File: src/rtl/exu_pkg.sv
// Shared definitions for the execute-stage ALU sequencer:
// FSM state encoding, ALU opcode constants and datapath widths.
package exu_pkg;

   localparam int RESULT_W = 32;
   localparam int OP_W     = 5;
   localparam int WCNT_W   = 8;

   typedef enum logic [1:0] {
      IDLE  = 2'd0,
      ISSUE = 2'd1,
      WAIT  = 2'd2,
      DONE  = 2'd3
   } exu_state_t;

   localparam logic [OP_W-1:0] OP_ADD = 5'b00000;
   localparam logic [OP_W-1:0] OP_SUB = 5'b00001;
   localparam logic [OP_W-1:0] OP_AND = 5'b00010;
   localparam logic [OP_W-1:0] OP_OR  = 5'b00011;
   localparam logic [OP_W-1:0] OP_XOR = 5'b00100;
   localparam logic [OP_W-1:0] OP_SLL = 5'b00101;
   localparam logic [OP_W-1:0] OP_SLT = 5'b00110;
   localparam logic [OP_W-1:0] OP_BEQ = 5'b01101;
   localparam logic [OP_W-1:0] OP_BNE = 5'b01110;
   localparam logic [OP_W-1:0] OP_BLT = 5'b01111;

endpackage

File: src/rtl/exu_perf_cnt.sv
// Performance counters for the execute sequencer: completed ops and
// output-stall cycles. Both wrap naturally and clear on reset.
// The whole module only exists when EXU_PERF_CNT_EN is defined, so a
// default build carries no unused counter module at all.
`ifdef EXU_PERF_CNT_EN
module exu_perf_cnt #(
   parameter int CNT_W = 32
) (
   input  logic             clk,
   input  logic             rst_n,
   input  logic             i_inc_ops,
   input  logic             i_inc_stall,
   output logic [CNT_W-1:0] o_ops,
   output logic [CNT_W-1:0] o_stall
);

   logic [CNT_W-1:0] r_ops;
   logic [CNT_W-1:0] r_stall;

   // count accepted results and backpressured cycles
   always_ff @(posedge clk) begin
      if (!rst_n) begin
         r_ops   <= '0;
         r_stall <= '0;
      end else begin
         if (i_inc_ops)   r_ops   <= r_ops + CNT_W'(1);
         if (i_inc_stall) r_stall <= r_stall + CNT_W'(1);
      end
   end

   assign o_ops   = r_ops;
   assign o_stall = r_stall;

endmodule
`endif

File: src/rtl/exu_alu_seq.sv
// Execute-stage sequencer owning the shared ALU. Accepts one op from IDU,
// holds operands to the ALU, pulses start, waits for done (or aborts after
// TIMEOUT wait cycles) and presents the result to WBU. One op in flight.
// Optional feature: EXU_PERF_CNT_EN adds op/stall performance counters;
// without it the perf ports are tied to zero.
//
// state | meaning
// IDLE  | ready for a new op; operands keep last latched values
// ISSUE | single-cycle ALU start pulse, wait counter cleared
// WAIT  | waiting for alu_done or timeout
// DONE  | result presented to WBU until accepted
import exu_pkg::*;

module exu_alu_seq #(
   parameter int TIMEOUT = 16,
   parameter int CNT_W   = 32
) (
   input  logic             clk,
   input  logic             rst_n,
   input  logic             in_valid,
   output logic             in_ready,
   input  logic [31:0]      in_inst,
   input  logic [31:0]      in_src1,
   input  logic [31:0]      in_src2,
   input  logic [31:0]      in_csr,
   input  logic [4:0]       in_op,
   input  logic             in_is_branch,
   output logic             alu_start,
   output logic [31:0]      alu_inst,
   output logic [31:0]      alu_src1,
   output logic [31:0]      alu_src2,
   output logic [31:0]      alu_csr,
   output logic [4:0]       alu_op,
   input  logic [31:0]      alu_result,
   input  logic             alu_done,
   output logic             out_valid,
   input  logic             out_ready,
   output logic [31:0]      out_result,
   output logic             out_br_taken,
   output logic             out_err,
   output logic [CNT_W-1:0] perf_ops,
   output logic [CNT_W-1:0] perf_stall
);

   localparam logic [WCNT_W-1:0] TO_LAST = WCNT_W'(TIMEOUT - 1);

   exu_state_t            r_state;
   exu_state_t            w_state_nxt;
   logic [31:0]           r_inst;
   logic [31:0]           r_src1;
   logic [31:0]           r_src2;
   logic [31:0]           r_csr;
   logic [OP_W-1:0]       r_op;
   logic                  r_is_br;
   logic [WCNT_W-1:0]     r_wait_cnt;
   logic [RESULT_W-1:0]   r_result;
   logic                  r_br_taken;
   logic                  r_err;
   logic                  w_accept;
   logic                  w_timeout;
   logic                  w_in_ready;
   logic                  w_alu_start;
   logic                  w_out_valid;

   assign w_timeout = (r_wait_cnt == TO_LAST);

   // next-state and state-decoded handshake outputs
   always_comb begin
      w_state_nxt = r_state;
      w_in_ready  = 1'b0;
      w_alu_start = 1'b0;
      w_out_valid = 1'b0;
      w_accept    = 1'b0;
      case (r_state)
         IDLE: begin
            w_in_ready = 1'b1;
            if (in_valid) begin
               w_accept    = 1'b1;
               w_state_nxt = ISSUE;
            end
         end
         ISSUE: begin
            w_alu_start = 1'b1;
            w_state_nxt = WAIT;
         end
         WAIT: begin
            if (alu_done || w_timeout) w_state_nxt = DONE;
         end
         DONE: begin
            w_out_valid = 1'b1;
            if (out_ready) w_state_nxt = IDLE;
         end
         default: w_state_nxt = IDLE;
      endcase
   end

   // state register
   always_ff @(posedge clk) begin
      if (!rst_n) r_state <= IDLE;
      else        r_state <= w_state_nxt;
   end

   // operand latch; held through the op and into IDLE until the next accept
   always_ff @(posedge clk) begin
      if (!rst_n) begin
         r_inst  <= '0;
         r_src1  <= '0;
         r_src2  <= '0;
         r_csr   <= '0;
         r_op    <= '0;
         r_is_br <= 1'b0;
      end else if (w_accept) begin
         r_inst  <= in_inst;
         r_src1  <= in_src1;
         r_src2  <= in_src2;
         r_csr   <= in_csr;
         r_op    <= in_op;
         r_is_br <= in_is_branch;
      end
   end

   // wait-cycle counter; stops at the timeout compare value
   always_ff @(posedge clk) begin
      if (!rst_n) begin
         r_wait_cnt <= '0;
      end else if (r_state == ISSUE) begin
         r_wait_cnt <= '0;
      end else if (r_state == WAIT && !alu_done && !w_timeout) begin
         r_wait_cnt <= r_wait_cnt + WCNT_W'(1);
      end
   end

   // result capture; alu_done takes priority over a simultaneous timeout
   always_ff @(posedge clk) begin
      if (!rst_n) begin
         r_result   <= '0;
         r_br_taken <= 1'b0;
         r_err      <= 1'b0;
      end else if (r_state == WAIT) begin
         if (alu_done) begin
            r_result   <= alu_result;
            r_br_taken <= r_is_br & alu_result[0];
            r_err      <= 1'b0;
         end else if (w_timeout) begin
            r_result   <= '0;
            r_br_taken <= 1'b0;
            r_err      <= 1'b1;
         end
      end
   end

   assign in_ready     = w_in_ready;
   assign alu_start    = w_alu_start;
   assign out_valid    = w_out_valid;
   assign alu_inst     = r_inst;
   assign alu_src1     = r_src1;
   assign alu_src2     = r_src2;
   assign alu_csr      = r_csr;
   assign alu_op       = r_op;
   assign out_result   = r_result;
   assign out_br_taken = r_br_taken;
   assign out_err      = r_err;

`ifdef EXU_PERF_CNT_EN
   exu_perf_cnt #(
      .CNT_W (CNT_W)
   ) u_perf_cnt (
      .clk         (clk),
      .rst_n       (rst_n),
      .i_inc_ops   (w_out_valid & out_ready),
      .i_inc_stall (w_out_valid & ~out_ready),
      .o_ops       (perf_ops),
      .o_stall     (perf_stall)
   );
`else
   assign perf_ops   = '0;
   assign perf_stall = '0;
`endif

endmodule

File: config.mk
export PLATFORM = sky130hd
export DESIGN_NAME = exu_alu_seq
export DESIGN_NICKNAME = d
export VERILOG_FILES = /design/src/rtl/exu_pkg.sv /design/src/rtl/exu_perf_cnt.sv /design/src/rtl/exu_alu_seq.sv
export SDC_FILE = /design/constraint.sdc
export NUM_CORES = 1
export LEC_CHECK = 0
export ABC_AREA = 1
export CORE_AREA = 10 10 150 152
export DETAILED_ROUTE_END_ITERATION = 8
export DIE_AREA = 0 0 160 162
export HOLD_SLACK_MARGIN = 0.1
export PLACE_DENSITY = 0.76
export SLEW_MARGIN = 20
export SYNTH_ARGS = -nofsm -noshare
export SYNTH_HDL_FRONTEND = slang
export SYNTH_SLANG_ARGS = --single-unit
File: constraint.sdc
create_clock -name clk -period 1.8 [get_ports clk]
set_input_delay 0.36 -clock clk [delete_from_list [all_inputs] [get_ports clk]]
set_output_delay 0.36 -clock clk [all_outputs]
set_load 0.1 [all_outputs]
Word level (Yosys, flattened, before mapping)
Index checks and enable logic that the tools add are counted.
{"block": "classes", "addsub": 1, "eq_ne": 7, "muxes": 15, "bitwise_logic": 2, "reduce_logical": 10}
{"op": "$mux W32", "n": 2}
{"op": "$mux W1", "n": 9}
{"op": "$add A8 B1 Y8 const B", "n": 1}
{"op": "$eq A8 B4 Y1 const B", "n": 1}
{"op": "$pmux W2 S4", "n": 1}
{"op": "$mux W2", "n": 3}
{"op": "$ne A2 B2 Y1 const B", "n": 3}
{"op": "$eq A2 B2 Y1 const B", "n": 2}
{"op": "$reduce_and A3 Y1", "n": 1}
{"op": "$eq A2 B1 Y1 const B", "n": 1}
{"op": "$logic_and A1 B1 Y1", "n": 2}
{"op": "$logic_not A1 Y1", "n": 2}
{"op": "$logic_not A2 Y1", "n": 1}
{"op": "$reduce_and A2 Y1", "n": 1}
{"op": "$reduce_bool A2 Y1", "n": 1}
{"op": "$reduce_or A2 Y1", "n": 1}
{"op": "$and A1 B1 Y1", "n": 1}
{"op": "$logic_or A1 B1 Y1", "n": 1}
{"op": "$not A1 Y1", "n": 1}
{"block": "totals", "ff_bits": 178, "inputBits": 171, "out_inout_bits": 234, "word_cells": 46}

Logic depth before layout (Yosys ltp)
{"block": "logic_depth", "depth_word": 4, "depth_mapped": 9, "depth_no_buf": 9}

Worst setup path before layout
OpenSTA, ideal clock, no wires.
{"block": "synth_path", "path_type": "reg-to-reg", "startpoint": "reg r_state[0]", "endpoint": "reg r_inst[0], in the netlist alu_inst[0]", "setup_time_ns": 0.065, "arrival_ns": 2.109, "required_time_ns": 1.735, "setup_slack_ns": -0.374, "stages_incl_launch_ff": 9, "n_path_buf": 2, "period_less_slack_ns": 2.174, "path_cell_list": "dfxtp_1 -> inv_1 -> ha_1 -> nand2_2 -> inv_2 -> buf_4 -> buf_2 -> nor2_1 -> nor2_1"}
{"block": "synth_via", "elab_chain_cells": 2}
{"item": "from (decl)", "line": "exu_alu_seq.sv:47", "text": "exu_state_t r_state;"}
{"item": "from (signal assigned)", "line": "exu_alu_seq.sv:100", "text": "else r_state <= w_state_nxt;"}
{"item": "$logic_not A2 Y1", "line": "exu_alu_seq.sv:74", "text": "case (r_state)"}
{"item": "$mux W1", "line": "exu_alu_seq.sv:74"}
{"item": "to (signal assigned)", "line": "exu_alu_seq.sv:113", "text": "r_inst <= in_inst;"}
{"item": "to (decl)", "line": "exu_alu_seq.sv:49", "text": "logic [31:0] r_inst;"}
Every way passes these cells.
A chain may end at the register's enable or synchronous reset.

Final worst setup path
{"block": "layout_path", "startpoint": "reg r_state[1]", "endpoint": "out alu_start"}
{"block": "layout_via", "elab_chain_cells": 2}
{"item": "$eq A2 B1 Y1", "line": "exu_alu_seq.sv:74"}
{"item": "$mux W1", "line": "exu_alu_seq.sv:74"}
{"item": "to (decl)", "line": "exu_alu_seq.sv:28", "text": "output logic alu_start,"}
Every way passes these cells.

==> impl_metrics.ini <==
[run_status]
status = finished, final reports clean

[finish]
n_fill_cell = 1540
drive_gt1_share_pct = 18.56
n_antenna_cell = 0
syn_to_final_growth_pct = 84.38
layout_common_cells = nor2_1 (284), buf_12 (179), dfxtp_1 (178)
layout_commonest_cell = nor2_1
design_area_um2 = 12700
nets = 1387
stdcell_count = 1488

[setup_path]
end_kind = output pin
cp.required_ns = 1.44
cp_slowest_cell = dfxtp_1
startpoint_type = flip-flop
max_stage_delay_ns = 0.38
cp.arrival_ns = 1.31
cp_max_fo = 4
crit_chain = inv_1 -> ha_1 -> buf_12
r2r_cells = 8
critical_path_class = flip-flop to output pin

[synth]
yosys.area.top_type = dfxtp_1
yosysWarnings = 0
synth.top_cell.area_share_pct = 51.74
synth.area.top_cells = dfxtp_1 (52%), nor2_1 (15%), o21ai_0 (10%)
ys_seq_area_share_pct = 51.74
netlist_instances = 891
ys_seq_elements = 178
synth.distinct_cells = 22
avgSynthCellArea_um2 = 7.729
synthesis.area_um2 = 6887

[die]
ios = 405
die_area_um2 = 25920
dieWidth_um = 160
core_area_um2 = 19400
num_rows = 51
die_h_um = 162
start_util_pct = 35.50

[placement]
hpwlAfterDp_mm = 19.87
place_congestion = 0.7973
io_buffers = 340
place_inst = 1457
place_area_um2 = 12080

[power]
p_per_area_nw_per_um2 = 1934
vdd_drop_max_mv = 1.138
leakagePower_nw = 5.090

[global_route]
grt_pass1_vias = 6920
grt_pass1_wl_mm = 38.72
grt_max_degree = 78
antenna_found_initial = 0
grt_overflow = 0
grt_usage_pct = 18.71

[clock_tree]
cts_hold_buf = 0
post_cts.repair.setup_buffers = 0
cts_tree = built
root_buffer = clkbuf_16
clockBufferDepth = 2
clkTransAtPathRegs_ns = 0.06
htreeDepth = 4
worstSkewPairLatency_ns = 0.42
cts_made_buffers = 17
cts.sinks = 178
ctsResizeCount = 0

[sta]
fin_crit_ns = 1.671
max_freq_mhz = 598.5
hold_viol_final = 0
slew_violations = 0
rsz0062_at_grt = false
finClkSkew_ns = 0.008909
min_period_over_period_pct = 92.82
tns_ns = 0
finalSetupViolCount = 0

[run]
maxCapViolCount = 0

[routing]
drt_iter0_drc = 302
drtAntennaViolNets = 0
drc = 0
vias = 6678
viasPerCell = 4.488
routed_wl_mm = 25.25
wire_per_inst_um = 16.97
dr.pass1.iters = 6

[hold_path]
hp-class = input pin to flip-flop
min_delay_path_depth = 3
state kept, by name, summed over array words and instances, names as in the netlist, 2 cells and up:
name	count
alu_inst	32
alu_src2	32
r_state	2
r_wait_cnt	8
alu_csr	32
out_result	32
alu_op	5
alu_src1	32
power breakdown:
part           switching (W)  internal [W]
clock network        0.00164       0.00226
logic                0.00988       0.00483
registers            0.00102       0.00493
total                 0.0125        0.0120
worst paths after layout:
| path | slack (ns) | startpoint | end |
|---|---|---|---|
| setup / recovery | 0.13 | r_state[1] | alu_start |
| hold / removal | 0.29 | rst_n | r_state[1] |
| setup reg to reg | 0.23 | r_state[0] | r_wait_cnt[1] |
| hold reg to reg | 0.50 | r_wait_cnt[7] | r_wait_cnt[7] |
per-layer routing:
layer / track usage (%) / routed length (um)
met5: 0 / 0
met4: 5.092 / 425
met3: 9.100 / 2625
met2: 33.59 / 13140
met1: 18.97 / 9054
synthesized netlist by cell type (all sizes together):
cell type    n
conb         1
ha           5
nand2       61
nor3         1
nor2       286
o21ai      139
inv         15
xor2         2
clkbuf      33
dfxtp      178
a21oi       42
buf         86
clkinv       2
nand3       40
cells by family (layout without fill, tap and decap cells):
kind of cell	count (synthesis)	in the layout	synth area share, %
compound gates	181	181	13.21
xor+xnor	2	2	0.2544
fa+ha+maj	5	5	0.9084
buf+inv	136	405	11.61
flops	178	178	51.74
other cells	1	64	0.05445
simple gates	388	388	22.22
critical path, delay by kind of cell, from the launching register on:
family	cells	cell delay (ns)
fa+ha+maj	1	0.23
flops	1	0.38
buf+inv	2	0.28
through the flow:
| step | worst slack [ns] | hold WS, ns | power, W | util [%] |
|---|---|---|---|---|
| after CTS | 0.09923 | 0.2680 | 0.02479 | 65.45 |
| after global routing | 0.04841 | 0.2877 | 0.02550 | 65.45 |
| after detailed placement | 0.06368 | 0.4913 | 0.02086 | 62.28 |
| after floorplan | 0.02738 | 0.4559 | 0.01509 | - |
| after global placement | 0.1179 | 0.4820 | 0.02067 | 62.28 |
| final | 0.1292 | 0.2859 | 0.02456 | 65.45 |
layout make-up:
cell class              count  area (um^2)  area share (%)
well taps                 265        331.6           2.611
clock inverters            12        172.7           1.360
inverters                  17        66.31          0.5223
clock buffers              19        442.9           3.488
multi-input cells         640         2778           21.88
repair buffers            357         5343           42.08
flip-flops and latches    178         3563           28.06
(Power assumes the default switching activity.)
